==> src/rtl/mem_access_unit_if.sv <==
// ---------------------------------------------------------------------------
// mem_access_unit_if
// Bundles the three handshakes around the load/store unit:
//   req_*  : EX stage -> unit (one operation, valid/ready)
//   rsp_*  : unit -> WB stage (result, valid/ready)
//   data_* : unit <-> data SRAM bus (request/addr_ok/data_ok)
// Modports:
//   slave  : the load/store unit itself (serves EX, masters the SRAM bus)
//   master : the environment (EX/WB stages and the SRAM bus model)
// ---------------------------------------------------------------------------
interface mem_access_unit_if #(
   parameter int DATA_W = 32,
   parameter int ADDR_W = 32
);
   logic                  req_valid;
   logic                  req_ready;
   logic                  req_we;
   logic [1:0]            req_size;
   logic                  req_sign;
   logic [ADDR_W-1:0]     req_addr;
   logic [DATA_W-1:0]     req_wdata;
   logic                  flush;
   logic                  rsp_valid;
   logic                  rsp_ready;
   logic [DATA_W-1:0]     rsp_rdata;
   logic [1:0]            rsp_ex;
   logic [ADDR_W-1:0]     rsp_badvaddr;
   logic                  data_req;
   logic                  data_wr;
   logic [DATA_W/8-1:0]   data_wstrb;
   logic [ADDR_W-1:0]     data_addr;
   logic [DATA_W-1:0]     data_wdata;
   logic                  data_addr_ok;
   logic                  data_data_ok;
   logic [DATA_W-1:0]     data_rdata;

   modport slave (
      input  req_valid, req_we, req_size, req_sign, req_addr, req_wdata, flush,
      input  rsp_ready, data_addr_ok, data_data_ok, data_rdata,
      output req_ready, rsp_valid, rsp_rdata, rsp_ex, rsp_badvaddr,
      output data_req, data_wr, data_wstrb, data_addr, data_wdata
   );

   modport master (
      output req_valid, req_we, req_size, req_sign, req_addr, req_wdata, flush,
      output rsp_ready, data_addr_ok, data_data_ok, data_rdata,
      input  req_ready, rsp_valid, rsp_rdata, rsp_ex, rsp_badvaddr,
      input  data_req, data_wr, data_wstrb, data_addr, data_wdata
   );
endinterface

==> src/rtl/mem_access_unit.sv <==
// ---------------------------------------------------------------------------
// mem_access_unit
// Load/store unit between EX and the data SRAM bus. Takes one operation at a
// time, checks alignment, drives byte strobes and lane-shifted store data,
// waits on the addr_ok/data_ok bus, and returns extended load data.
// Ports:
//   clk   : rising-edge clock
//   reset : synchronous, active-high
//   bus   : mem_access_unit_if.slave (req_*, rsp_*, flush, data_*)
// Parameters: DATA_W (32 or 64), ADDR_W.
// ---------------------------------------------------------------------------
module mem_access_unit #(
   parameter int DATA_W = 32,
   parameter int ADDR_W = 32
) (
   input  logic             clk,
   input  logic             reset,
   mem_access_unit_if.slave bus
);
   localparam int NB    = DATA_W / 8;
   localparam int OFF_W = $clog2(NB);

   typedef enum logic [1:0] {IDLE, REQ, WAIT, RESP} state_t;

   state_t               state, state_nxt;
   logic                 killed, killed_nxt;
   logic                 accept, capture;
   logic                 req_mis;

   // Operation fields, loaded on acceptance only; outputs are gated by state
   // so these need no reset.
   logic                 we_q, sign_q;
   logic [1:0]           size_q;
   logic [ADDR_W-1:0]    addr_q;
   logic [NB-1:0]        wstrb_q;
   logic [DATA_W-1:0]    wdata_q, rdata_q;
   logic [1:0]           ex_q;
   logic [OFF_W-1:0]     req_off;

   assign req_off = bus.req_addr[OFF_W-1:0];

   function automatic logic misaligned(input logic [1:0] size, input logic [OFF_W-1:0] off);
      int n;
      n = 1 << size;
      if (size == 2'd3 && DATA_W == 32) return 1'b1;
      return (int'(off) & (n - 1)) != 0;
   endfunction

   function automatic logic [NB-1:0] lane_strb(input logic [1:0] size, input logic [OFF_W-1:0] off);
      int n;
      n = 1 << size;
      return NB'(((1 << n) - 1) << off);
   endfunction

   function automatic logic [DATA_W-1:0] lane_wdata(input logic [DATA_W-1:0] wdata,
                                                    input logic [1:0] size,
                                                    input logic [OFF_W-1:0] off);
      int n;
      logic [DATA_W-1:0] bmask;
      n = 1 << size;
      if (n >= NB) bmask = '1;
      else         bmask = (DATA_W'(1) << (8 * n)) - DATA_W'(1);
      return (wdata & bmask) << (8 * off);
   endfunction

   function automatic logic [DATA_W-1:0] load_ext(input logic [DATA_W-1:0] rdata,
                                                  input logic [1:0] size,
                                                  input logic sign,
                                                  input logic [OFF_W-1:0] off);
      int nbits;
      logic [DATA_W-1:0] sh, mask, top;
      nbits = 8 << size;
      sh    = rdata >> (8 * off);
      // Full-width loads have nothing to extend.
      if (nbits >= DATA_W) return sh;
      mask = (DATA_W'(1) << nbits) - DATA_W'(1);
      top  = sh >> (nbits - 1);
      if (sign && top[0]) return sh | ~mask;
      return sh & mask;
   endfunction

   assign req_mis = misaligned(bus.req_size, req_off);

   always_comb begin
      state_nxt     = state;
      killed_nxt    = killed;
      accept        = 1'b0;
      capture       = 1'b0;
      bus.req_ready = 1'b0;
      bus.data_req  = 1'b0;
      bus.rsp_valid = 1'b0;
      case (state)
         IDLE: begin
            killed_nxt    = 1'b0;
            bus.req_ready = !bus.flush;
            if (bus.req_valid && !bus.flush) begin
               accept    = 1'b1;
               state_nxt = req_mis ? RESP : REQ;
            end
         end
         REQ: begin
            // The request cannot be withdrawn once raised; a flush only marks it.
            bus.data_req = 1'b1;
            if (bus.flush) killed_nxt = 1'b1;
            if (bus.data_addr_ok) begin
               if (bus.data_data_ok) begin
                  if (killed || bus.flush) state_nxt = IDLE;
                  else begin
                     capture   = 1'b1;
                     state_nxt = RESP;
                  end
               end else begin
                  state_nxt = WAIT;
               end
            end
         end
         WAIT: begin
            if (bus.flush) killed_nxt = 1'b1;
            if (bus.data_data_ok) begin
               if (killed || bus.flush) state_nxt = IDLE;
               else begin
                  capture   = 1'b1;
                  state_nxt = RESP;
               end
            end
         end
         RESP: begin
            bus.rsp_valid = 1'b1;
            if (bus.flush || bus.rsp_ready) state_nxt = IDLE;
         end
         default: state_nxt = IDLE;
      endcase
   end

   always_ff @(posedge clk) begin
      if (reset) begin
         state  <= IDLE;
         killed <= 1'b0;
      end else begin
         state  <= state_nxt;
         killed <= killed_nxt;
      end
   end

   always_ff @(posedge clk) begin
      if (accept) begin
         we_q    <= bus.req_we;
         sign_q  <= bus.req_sign;
         size_q  <= bus.req_size;
         addr_q  <= bus.req_addr;
         wstrb_q <= lane_strb(bus.req_size, req_off);
         wdata_q <= lane_wdata(bus.req_wdata, bus.req_size, req_off);
         rdata_q <= '0;
         if (req_mis) ex_q <= bus.req_we ? 2'b10 : 2'b01;
         else         ex_q <= 2'b00;
      end else if (capture) begin
         rdata_q <= we_q ? '0 : load_ext(bus.data_rdata, size_q, sign_q, addr_q[OFF_W-1:0]);
      end
   end

   assign bus.data_wr      = bus.data_req && we_q;
   assign bus.data_wstrb   = (bus.data_req && we_q) ? wstrb_q : '0;
   assign bus.data_wdata   = (bus.data_req && we_q) ? wdata_q : '0;
   assign bus.data_addr    = bus.data_req ? {addr_q[ADDR_W-1:OFF_W], {OFF_W{1'b0}}} : '0;
   assign bus.rsp_rdata    = (state == RESP) ? rdata_q : '0;
   assign bus.rsp_ex       = (state == RESP) ? ex_q : 2'b00;
   assign bus.rsp_badvaddr = (state == RESP && ex_q != 2'b00) ? addr_q : '0;
endmodule

==> src/flat_wrapper.sv <==
// flat-port wrapper written by rule: the top's interface ports become plain ports
module mem_access_unit_flat 
#(
   parameter int DATA_W = 32,
   parameter int ADDR_W = 32
)
  (clk, reset, bus_req_valid, bus_req_we, bus_req_size, bus_req_sign, bus_req_addr, bus_req_wdata, bus_flush, bus_rsp_ready, bus_data_addr_ok, bus_data_data_ok, bus_data_rdata, bus_req_ready, bus_rsp_valid, bus_rsp_rdata, bus_rsp_ex, bus_rsp_badvaddr, bus_data_req, bus_data_wr, bus_data_wstrb, bus_data_addr, bus_data_wdata);
  mem_access_unit_if #(.DATA_W(DATA_W), .ADDR_W(ADDR_W)) bus_i ();
  input  logic clk;
  input  logic reset;
  input wire logic [$bits(bus_i.req_valid)-1:0] bus_req_valid;
  input wire logic [$bits(bus_i.req_we)-1:0] bus_req_we;
  input wire logic [$bits(bus_i.req_size)-1:0] bus_req_size;
  input wire logic [$bits(bus_i.req_sign)-1:0] bus_req_sign;
  input wire logic [$bits(bus_i.req_addr)-1:0] bus_req_addr;
  input wire logic [$bits(bus_i.req_wdata)-1:0] bus_req_wdata;
  input wire logic [$bits(bus_i.flush)-1:0] bus_flush;
  input wire logic [$bits(bus_i.rsp_ready)-1:0] bus_rsp_ready;
  input wire logic [$bits(bus_i.data_addr_ok)-1:0] bus_data_addr_ok;
  input wire logic [$bits(bus_i.data_data_ok)-1:0] bus_data_data_ok;
  input wire logic [$bits(bus_i.data_rdata)-1:0] bus_data_rdata;
  output wire logic [$bits(bus_i.req_ready)-1:0] bus_req_ready;
  output wire logic [$bits(bus_i.rsp_valid)-1:0] bus_rsp_valid;
  output wire logic [$bits(bus_i.rsp_rdata)-1:0] bus_rsp_rdata;
  output wire logic [$bits(bus_i.rsp_ex)-1:0] bus_rsp_ex;
  output wire logic [$bits(bus_i.rsp_badvaddr)-1:0] bus_rsp_badvaddr;
  output wire logic [$bits(bus_i.data_req)-1:0] bus_data_req;
  output wire logic [$bits(bus_i.data_wr)-1:0] bus_data_wr;
  output wire logic [$bits(bus_i.data_wstrb)-1:0] bus_data_wstrb;
  output wire logic [$bits(bus_i.data_addr)-1:0] bus_data_addr;
  output wire logic [$bits(bus_i.data_wdata)-1:0] bus_data_wdata;
  assign bus_i.req_valid = bus_req_valid;
  assign bus_i.req_we = bus_req_we;
  assign bus_i.req_size = bus_req_size;
  assign bus_i.req_sign = bus_req_sign;
  assign bus_i.req_addr = bus_req_addr;
  assign bus_i.req_wdata = bus_req_wdata;
  assign bus_i.flush = bus_flush;
  assign bus_i.rsp_ready = bus_rsp_ready;
  assign bus_i.data_addr_ok = bus_data_addr_ok;
  assign bus_i.data_data_ok = bus_data_data_ok;
  assign bus_i.data_rdata = bus_data_rdata;
  assign bus_req_ready = bus_i.req_ready;
  assign bus_rsp_valid = bus_i.rsp_valid;
  assign bus_rsp_rdata = bus_i.rsp_rdata;
  assign bus_rsp_ex = bus_i.rsp_ex;
  assign bus_rsp_badvaddr = bus_i.rsp_badvaddr;
  assign bus_data_req = bus_i.data_req;
  assign bus_data_wr = bus_i.data_wr;
  assign bus_data_wstrb = bus_i.data_wstrb;
  assign bus_data_addr = bus_i.data_addr;
  assign bus_data_wdata = bus_i.data_wdata;
  mem_access_unit #(.DATA_W(DATA_W), .ADDR_W(ADDR_W)) u_core (.clk(clk), .reset(reset), .bus(bus_i));
endmodule
==> config.mk <==
export PLATFORM = sky130hd
export DESIGN_NAME = mem_access_unit_flat
export DESIGN_NICKNAME = d
export VERILOG_FILES = /design/src/rtl/mem_access_unit_if.sv /design/src/rtl/mem_access_unit.sv /design/src/flat_wrapper.sv
export SDC_FILE = /design/constraint.sdc
export NUM_CORES = 1
export LEC_CHECK = 0
export CAP_MARGIN = 40
export CORE_MARGIN = 2
export CORE_UTILIZATION = 48
export CTS_CLUSTER_DIAMETER = 150
export DETAILED_ROUTE_END_ITERATION = 6
export HOLD_SLACK_MARGIN = 0.02
export PLACE_DENSITY = 0.87
export SYNTH_ARGS = -nofsm -noshare
export SYNTH_HDL_FRONTEND = slang
export SYNTH_SLANG_ARGS = --single-unit
==> constraint.sdc <==
create_clock -name clk -period 7.7 [get_ports clk]
set_input_delay 1.54 -clock clk [delete_from_list [all_inputs] [get_ports clk]]
set_output_delay 1.54 -clock clk [all_outputs]
set_load 0.02 [all_outputs]
# Yosys cells after proc, flatten, opt, wreduce, memory -nomap -nowiden
# Index checks and enable logic that the tools add are counted.
[op_classes]
add_sub_neg = 5
mul = 0
div_mod_pow = 0
magnitude_cmp = 2
n_eq_ne = 9
n_shift = 9
n_mux = 43
bitwise_logic = 5
reduce_logical = 14
[op_table]
columns = ["op", "count"]
rows = [
  ["32-bit two-way mux", 11],
  ["32-bit by 2-bit subtractor with 32-bit output, second input constant", 5],
  ["1-bit by 32-bit << shifter with 32-bit output, first input constant", 3],
  ["32-bit bitwise AND", 2],
  ["3-bit by 32-bit bitwise AND with 32-bit output", 1],
  ["32-bit by 4-bit greater-or-equal comparator with 1-bit output, second input constant", 1],
  ["32-bit by 7-bit greater-or-equal comparator with 1-bit output, second input constant", 1],
  ["32-bit NOT", 1],
  ["32-bit OR", 1],
  ["32-bit nonzero test", 1],
  ["1-bit by 2-bit << shifter with 32-bit output, first input constant", 1],
  ["32-bit by 2-bit << shifter with 4-bit output", 1],
  ["32-bit by 5-bit << shifter with 32-bit output", 1],
  ["4-bit by 2-bit << shifter with 32-bit output, first input constant", 1],
  ["32-bit by 32-bit right shift with 1-bit output", 1],
  ["32-bit by 5-bit right shift with 32-bit output", 1],
  ["1-bit two-way mux", 19],
  ["2-bit two-way mux", 9],
  ["2-bit case mux with 4 select lines", 1],
  ["2-bit == test, second input constant", 3],
  ["2-bit by 1-bit != test with 1-bit output, second input constant", 3],
  ["1-bit logical AND", 4],
  ["4-bit two-way mux", 1],
  ["2-bit != test, second input constant", 2],
  ["other kinds (9)", 12],
]
[totals]
ff_bits = 109
latchBits = 0
mem_bits_rw = 0
romBits = 0
output_inout_bits = 138
wordCells = 97
n_memories = 0

# Depth between registers and ports, before layout
# Gate-level depths: netlist of the first run.
[logic_depth]
word_depth = 13
depth_mapped = 10
depth_no_buf = 7

# Worst setup path before layout of the first run
# No wires, ideal clock.
[synth_timing]
kind = "input to output"
startpoint = "in bus_flush"
endpoint = "out bus_req_ready"
arrival_ns = 1.833
t_required_ns = 6.160
path_slack_ns = 4.327
stages = 1
cell_sequence = "nor2_1"
[synth_between]
elab_chain_len = 2
[synth_lines]
columns = ["element", "line", "text"]
rows = [
  ["from (decl)", "flat_wrapper.sv:17", "input wire logic [$bits(bus_i.flush)-1:0] bus_flush;"],
  ["1-bit zero test", "mem_access_unit.sv:95", "bus.req_ready = !bus.flush;"],
  ["1-bit two-way mux", "mem_access_unit.sv:92", "case (state)"],
  ["to (decl)", "flat_wrapper.sv:22", "output wire logic [$bits(bus_i.req_ready)-1:0] bus_req_ready;"],
]
# No other way between the ends.

# Final worst setup path of the first run
# Ends and elaborated chain as after synthesis.

==> impl_metrics.toml, run 1 <==
[timing]
setup_viol = 0
maxSlewViolCount = 0
period_share_pct = 56.8
finalSetupTns_ns = 0
skew_ns = 0.00771
min_period_ns = 4.37
fmax_mhz = 229
hold_viol_final = 0
max-slew-margin-rel_pct = 39.8
rsz0062_at_grt = "false"
tightest_slew_ns = 0.903

[logic_synthesis]
muxShareOfSynthArea_pct = 4.61
synthFlopType = "edfxtp_1"
yosysTopAreaCell = "edfxtp_1"
syn_inst = 653
synth_area_um2 = 6350
ys.warnings.count = 0
yosysMostFrequentCell = "and2_1"
synth_top_family_by_area = "simple AND/OR/NAND/NOR gates"
synth_cell_types = 55
async_flop_share_pct = 0
synthTopCellsByCount = "89 x and2_1, 74 x edfxtp_1, 42 x nor2b_1"
ys_seq_elements = 109
synth_edf_count = 74
ys_top_cells_by_area = "edfxtp_1 35%, dfxtp_1 11%, and2_1 8.8%, mux2i_1 4.3%, nor2b_1 4.1%"
yosys.area.top_type_share_pct = 35.0
synth-compound-area-share_pct = 17.5
synth_xor_area_share_pct = 0
synth_fa_ha_area_share_pct = 1.58
yosys.area_share.simple_pct = 25.2
synth.yosys.seq_area_share_pct = 46.0
syn_avg_cell_area_um2 = 9.72

[clocking]
clock_path_buffers = 2
cts_made_buffers = 9
hold_buffers = 0
h-tree-depth = 3
cts_resized = 0
tritoncts = "done"
post_cts_buffers = 0
path_clk_slew_ns = 0.07
root_buffer = "clkbuf_16"
clkSinkCount = 109
clk_latency_ns = 0.36

[critical_path]
max_stage_delay_ns = 0.60
cp_max_fo = 8
path_class = "in -> out"
path_cells = "clkdlybuf4s50_1 > nor2_1 > clkdlybuf4s50_1"
crit_buf_inv = 2
slowest_stage = "clkdlybuf4s50_1"
cpMostUsedCell = "clkdlybuf4s50_1"
end_kind = "primary output"
cp.required_ns = 6.16
crit_family = "buffers and inverters"
crit_path_start_kind = "primary input"
cp.arrival_ns = 2.83

[floorplanning]
die_height_um = 119
num_io_pins = 245
start_util_pct = 48.5
rows = 42
dieWidth_um = 119
core_um2 = 13100
die_area_um2 = 14200

[grt]
grt_util_all_layers_pct = 28.0
grt_max_degree = 62
grt_pass1_vias = 5953
antenna_found_initial = 0
grt_overflow = 0
grt_pass1_wl_mm = 31.0

[worst_hold_path]
hold_class = "reg -> reg"

[route]
drt-wirelength-per-cell_um = 19.3
antenna_left = 0
wirelength_mm = 20.2
drt_iter0_markers = 564
vias = 6088
drc = 0
drtPass1Iterations = 5
vias_per_cell = 5.81

[place]
gp_congestion = 0.948
dp_hpwl_mm = 14.9
portBuffers = 242

[finish]
syn_to_final_growth_pct = 46.0
antenna_cells = 0
regArea_um2 = 2920
final_util_pct = 70.9
drive_gt1_share_pct = 5.05
fin_nets = 981
multiInputGateArea_um2 = 3130
fillers = 969

[outcome]
outcome = "finished, final reports clean"

[job]
maxCapViolCount = 0

[pwr]
p_leak_nw = 3.34
p_per_area_nw_per_um2 = 224
vdd_ir_drop_max_mv = 0.122
## worst reg2reg max path, cell delays in order, from the launching register on
cell and delay [ns]:
edfxtp_1 0.74, nor2_4 0.38, inv_2 0.10, ha_1 0.20
mux2_2 0.29, nor3_1 0.28, nand3_1 0.56, a31oi_1 0.35
## cell usage in the layout (no fill, tap or decap), drive strengths merged, types with 10 or more instances in the layout
master	n
a32oi	14
nor2	35
a31oi	15
inv	15
edfxtp	74
and2	89
clkdlybuf4s50	242
dfxtp	35
a311o	15
nand3b	10
nand2	22
mux2i	27
nor2b	42
buf	13
and3	36
o21ai	41
nand3	17
o211ai	17
a21oi	32
## sequential cells by signal, summed over array words and instances (netlist names)
register / flops
u_core.addr_q: 32
u_core.rdata_q: 32
u_core.wdata_q: 32
u_core.wstrb_q: 4
u_core.ex_q: 2
u_core.size_q: 2
u_core.state: 2
u_core.killed: 1
u_core.sign_q: 1
u_core.we_q: 1
## path summary, 6_finish.rpt
kind / from / to / slack [ns] / depth (start not counted)
setup reg to reg: u_core.size_q[1] / u_core.rdata_q[18] / 4.72 / 7
hold reg to reg: u_core.rdata_q[15] / u_core.rdata_q[15] / 0.46 / 2
setup / recovery: bus_flush / bus_req_ready / 3.33 / 3
hold / removal: u_core.rdata_q[15] / u_core.rdata_q[15] / 0.46 / 2
## routing by layer
layer | track usage (%) | wire length (µm)
met5 | 0 | 0
met4 | 12.3 | 681
met3 | 4.17 | 1400
met2 | 48.7 | 10300
met1 | 34.3 | 7800
## cell families after synthesis
family          count (synthesis)
simple gates                  274
fa+ha+maj                       8
mux                            29
compound gates                164
flops                         109
buf+inv                        68
other cells                     1
## area by class of cell
| type | count | area share [%] |
|---|---|---|
| Multi-Input combinational cell | 477 | 33.7 |
| Sequential cell | 109 | 31.5 |
| Clock buffer | 9 | 2.43 |
| Inverter | 14 | 0.580 |
| Clock inverter | 7 | 1.31 |
| Tap cell | 176 | 2.37 |
| Timing Repair Buffer | 255 | 28.1 |
## power by group
| group | internal [mW] | switching [mW] | total (mW) | leakage (nW) |
|---|---|---|---|---|
| Sequential | 0.712 | 0.0414 | 0.753 | 0.971 |
| Clock | 0.320 | 0.218 | 0.538 | 0.170 |
| Combinational | 0.339 | 0.446 | 0.785 | 2.20 |
## per-stage QoR
stage	setup slack (ns)	hold slack, ns	cells	total power [mW]	area (µm²)
global placement	3.33	0.446	1023	1.48	8780
floorplan	4.33	0.432	654	1.20	6350
global route	3.27	0.485	1047	2.16	9270
finish	3.33	0.464	1047	2.08	9270
CTS	3.32	0.466	1047	2.07	9270
detailed placement	3.33	0.455	1031	1.54	8930
(Power assumes the default switching activity.)
==> run 2, diff against run 1 <==
- CORE_UTILIZATION: 48 -> 45
- PLACE_DENSITY: 0.87 -> 0.82
- clock period: 7.7 -> 4.29 ns (I/O delays scaled with it)
==> run 2 against run 1 <==
Against the previous run:
- combinational power is 76% higher
- first-iteration DRC count is 17% lower
- register-to-register slack worse by 3.4 ns
- global-route usage is 1.4 points lower
- via count is 0.95% lower
- sequential share of layout area is 0.25 points higher
- clock skew is 0.0023 ns lower
==> impl_metrics.toml, run 2 (synthesized netlist as in run 1, its figures left out) <==
[finish]
drive_gt1_share_pct = 5.16
antenna_cells = 0
reg.largest.list = "u_core.addr_q (32), u_core.rdata_q (32), u_core.wdata_q (32)"
layout_commonest_cell = "clkdlybuf4s50_1"
layout_common_cells = "242 x clkdlybuf4s50_1, 89 x and2_1, 74 x edfxtp_1, 42 x nor2b_1, 36 x and3_1"
syn_to_final_growth_pct = 44.9
final_util_pct = 66.5
fin_nets = 982

[timing]
finalSetupTns_ns = 0
setup_viol = 0
period_share_pct = 74.1
fmax_mhz = 315
max-slew-margin-rel_pct = 36.0
finalHoldWorstSlack_ns = 0.460
hold_viol_final = 0
rsz0062_at_grt = "false"
maxSlewViolCount = 0
min_period_ns = 3.18
skew_ns = 0.00541
tightest_slew_ns = 0.961

[grt]
met1_usage_pct = 32.3
grt_pass1_wl_mm = 30.8
gr-usage-met3_pct = 6.13
grt_busiest_layer = "met2"
grt_overflow = 0
grt_pass1_vias = 5802
antenna_found_initial = 0
grt_max_degree = 55
use_met2_pct = 44.9
grt_util_all_layers_pct = 26.5

[pwr]
p_comb_share_pct = 38.6
p_int_mw = 2.33
switchingPower_mw = 1.26
p_leak_nw = 3.30
p_per_area_nw_per_um2 = 390
netSwitchingFraction_pct = 35.0
vdd_ir_drop_max_mv = 0.233
seq_power_share_pct = 37.9
finalPower_mw = 3.58
p_clk_share_pct = 23.5

[place]
gp_congestion = 0.941
portBuffers = 242
dp_hpwl_mm = 15.5

[clocking]
clock_path_buffers = 2
clk_latency_ns = 0.35
cts_resized = 0
root_buffer = "clkbuf_16"
h-tree-depth = 3
path_clk_slew_ns = 0.07
hold_buffers = 0
post_cts_buffers = 0
tritoncts = "done"
cts_made_buffers = 9
clkSinkCount = 109

[critical_path]
path_cells = "inv_1 > ha_2 > buf_12 > and3_1 > clkdlybuf4s50_1"
reg2reg_depth = 7
crit_family = "buffers and inverters"
critPathLaunch = "u_core.state[1]"
cp_max_fo = 54
crit_path_start_kind = "flip-flop"
end_kind = "primary output"
max_stage_delay_ns = 0.62
cp.required_ns = 3.43
cp.arrival_ns = 2.32
reg2reg_from = "u_core.size_q[1]"
path_class = "reg -> out"
cp.depth = 5
crit_buf_inv = 3
slowest_stage = "clkdlybuf4s50_1"

[route]
vias = 6030
drt-wirelength-per-cell_um = 19.6
drtPass1Iterations = 5
drc = 0
drt_iter0_markers = 469
vias_per_cell = 5.73
wirelength_mm = 20.6
antenna_left = 0

[floorplanning]
core_um2 = 13800
rows = 43
die_area_um2 = 15100
die_height_um = 123
dieWidth_um = 123
start_util_pct = 45.9
num_io_pins = 245

[worst_hold_path]
whs_path_depth = 2
holdCritStartpoint = "u_core.rdata_q[10]"
hold_class = "reg -> reg"

[outcome]
outcome = "finished, final reports clean"

[job]
maxCapViolCount = 0
==> run 2: changes by cell type in the layout (fill, tap and decap cells not counted) <==
cell        previous run  this run
buf_16                 2         1
buf_12                 0         1
buf_8                  5         1
bufinv_16              3         1
inv_6                  2         0
buf_6                  1         0
clkinv_4               1         3
clkinvlp_4             0         2
buf_4                  5        11
==> run 2: area by class of cell <==
class                   instances  area [µm²]
inverters                      14        53.8
fillers                      1071        4630
clock buffers                   9         225
clock inverters                 7        76.3
repair buffers                256        2570
well taps                     180         225
multi-input cells             477        3130
flip-flops and latches        109        2920
==> run 2: stage by stage <==
stage	cell area [µm²]	instances	setup slack, ns
final	9200	1052	1.11
after CTS	9200	1052	1.08
after global placement	8830	1033	1.12
after global routing	9200	1052	0.942
after detailed placement	8900	1036	0.962
after floorplan	6350	654	1.64
==> run 2: path summary, 6_finish.rpt <==
kind                                           end  slack, ns
worst max register to register  u_core.rdata_q[17]       1.29
worst min register to register  u_core.rdata_q[10]       0.46
worst max-delay path             bus_data_wdata[8]       1.11
worst min-delay path            u_core.rdata_q[10]       0.46
==> run 2: layer usage <==
| metal | wire, µm | up-vias |
|---|---|---|
| li1 | - | 2819 |
| met5 | 0 | - |
| met2 | 10600 | 278 |
| met1 | 7890 | 2885 |
| met4 | 684 | 0 |
| met3 | 1430 | 48 |
==> run 2: tightest hold or removal path, cell delays in order, from the launching register on <==
cell,delay (ns)
dfxtp_1,0.31
nand3_1,0.06
o21ai_1,0.05
==> run 2: power by group through the flow <==
stage / sequential (mW) / clock [mW] / combinational (mW)
after CTS: 1.35 / 0.854 / 1.38
after global routing: 1.37 / 0.897 / 1.48
after global placement: 1.38 / 0 / 1.30
after detailed placement: 1.38 / 0 / 1.38
final: 1.36 / 0.844 / 1.38
after floorplan: 1.34 / 0 / 0.818
==> run 3, diff against run 2 <==
- clock period: 4.29 -> 3.26 ns (I/O delays scaled with it)
==> run 3 against run 2 <==
Against the previous run:
- first-iteration DRC count up 32%
- global-route usage up 0.38 points
- flip-flop and latch count unchanged
- combinational power up 34%
- sequential share of layout area down 0.073 points
- sequential power up 31%
- register-to-register slack worse by 0.64 ns
- worst setup slack worse by 0.88 ns
- worst hold slack worse by 0.0016 ns
- total power up 32%
- design area up 0.23%
- largest cell class unchanged
==> impl_metrics.toml, run 3 (synthesized netlist as in run 1, its figures left out) <==
[outcome]
outcome = "finished, final reports clean"

[finish]
layout_commonest_cell = "clkdlybuf4s50_1"
fillers = 1079
multiInputGateArea_um2 = 3140
layout_common_cells = "242 x clkdlybuf4s50_1, 89 x and2_1, 74 x edfxtp_1, 42 x nor2b_1, 36 x and3_1"
final_util_pct = 66.7
fin_nets = 986
syn_to_final_growth_pct = 45.2
reg.largest.list = "u_core.addr_q (32), u_core.rdata_q (32), u_core.wdata_q (32)"
drive_gt1_share_pct = 5.37
regArea_um2 = 2920
fin_cells = 1056
final_area_um2 = 9220
antenna_cells = 0

[critical_path]
reg2reg_from = "u_core.size_q[1]"
end_kind = "primary output"
crit_family = "buffers and inverters"
r2r_end = "u_core.rdata_q[30]"
cp_max_fo = 32
path_class = "reg -> out"
path_cells = "ha_1 > and2_1 > nor2_2 > buf_4 > nor2b_1 > clkdlybuf4s50_1"
reg2reg_depth = 7
slowest_stage = "clkdlybuf4s50_1"
cp.arrival_ns = 2.38
critPathLaunch = "u_core.state[0]"
crit_buf_inv = 2
rrSetupSlack_ns = 0.65
cp.required_ns = 2.61
crit_path_start_kind = "flip-flop"
max_stage_delay_ns = 0.67

[grt]
grt_util_all_layers_pct = 26.9
grt_busiest_layer = "met2"
grt_overflow = 0
grt_pass1_wl_mm = 31.0
met1_usage_pct = 33.8
gr-usage-met3_pct = 6.64
grt_max_degree = 75
grt_pass1_vias = 5851
antenna_found_initial = 0
use_met2_pct = 44.8

[floorplanning]
start_util_pct = 45.9
die_area_um2 = 15100
die_height_um = 123
dieWidth_um = 123
rows = 43
num_io_pins = 245
core_um2 = 13800

[timing]
fmax_mhz = 330
period_share_pct = 93.0
finalSetupTns_ns = 0
tightest_slew_ns = 0.854
hold_viol_final = 0
rsz0062_at_grt = "false"
setup_viol = 0
skew_ns = 0.0103
setup_ws_ns = 0.229
maxSlewViolCount = 0
max-slew-margin-rel_pct = 43.0
finalHoldWorstSlack_ns = 0.458
min_period_ns = 3.03

[pwr]
vdd_ir_drop_max_mv = 0.306
p_comb_share_pct = 39.0
p_clk_share_pct = 23.5
netSwitchingFraction_pct = 35.1
p_leak_nw = 3.32
p_per_area_nw_per_um2 = 514
switchingPower_mw = 1.66
seq_power_share_pct = 37.5
p_int_mw = 3.07
finalPower_mw = 4.74

[clocking]
h-tree-depth = 3
post_cts_buffers = 0
clkSinkCount = 109
tritoncts = "done"
path_clk_slew_ns = 0.07
clock_path_buffers = 2
clk_latency_ns = 0.36
root_buffer = "clkbuf_16"
cts_made_buffers = 9

[route]
vias_per_cell = 5.73
drt-wirelength-per-cell_um = 19.9
wirelength_mm = 21.0
drtPass1Iterations = 5
drt_iter0_markers = 617
drc = 0
antenna_left = 0
vias = 6048

[worst_hold_path]
whs_path_depth = 2
hold_class = "reg -> reg"
holdCritStartpoint = "u_core.rdata_q[9]"
min_to = "u_core.rdata_q[9]"

[place]
placed_area_um2 = 8920
portBuffers = 242
pre_cts_ws_ns = 0.478
dp.cells = 1040
gp_congestion = 0.916
dp_hpwl_mm = 15.6

[job]
maxCapViolCount = 0
## run 3: changes by cell type in the layout (fill, tap and decap cells not counted), sizes merged
cell,change
inv,+2
clkinv,-2
clkbuf,+2
clkinvlp,-2
buf,+4
## run 3: how the worst max path moves through the flow
stage	to	slack, ns	cells past startpoint
after floorplan	u_core.rdata_q[10]	0.81	6
after global placement	u_core.wdata_q[31]	0.58	7
after detailed placement	u_core.wdata_q[29]	0.48	7
after CTS	bus_data_addr[14]	0.09	5
after global routing	bus_data_addr[14]	0.14	5
final	bus_rsp_badvaddr[0]	0.23	6
## run 3: power by group through the flow
stage	logic, mW	clock network (mW)	registers (mW)
4_1_cts	1.83	1.13	1.77
5_1_grt	1.97	1.18	1.79
2_1_floorplan	1.08	0	1.76
3_3_place_gp	1.75	0	1.80
3_5_place_dp	1.82	0	1.80
6_report	1.85	1.11	1.78
## run 3: timing repair
action / 4_1_cts / 5_1_grt
endpoints found under the setup margin: 0 / 34
hold buffers: 0 / 0
resized for setup: 0 / 1
## run 3: tightest hold or removal path: stages, from the launching register on
cell     delay (ns)
dfxtp_1        0.31
nand3_1        0.05
o21ai_1        0.05
## run 3: cell type report
type                            count  area share (%)
Multi-Input combinational cell    477            34.0
Sequential cell                   109            31.7
Timing Repair Buffer              260            28.1
Clock buffer                       11            2.52
Tap cell                          180            2.44
Clock inverter                      5           0.624
Inverter                           14           0.584
## run 3: per-layer routing
| metal | up-vias | share of wire, % |
|---|---|---|
| met5 | - | 0 |
| met4 | 0 | 2.9 |
| met3 | 53 | 6.7 |
| met2 | 284 | 50 |
| met1 | 2886 | 40 |
| li1 | 2825 | - |
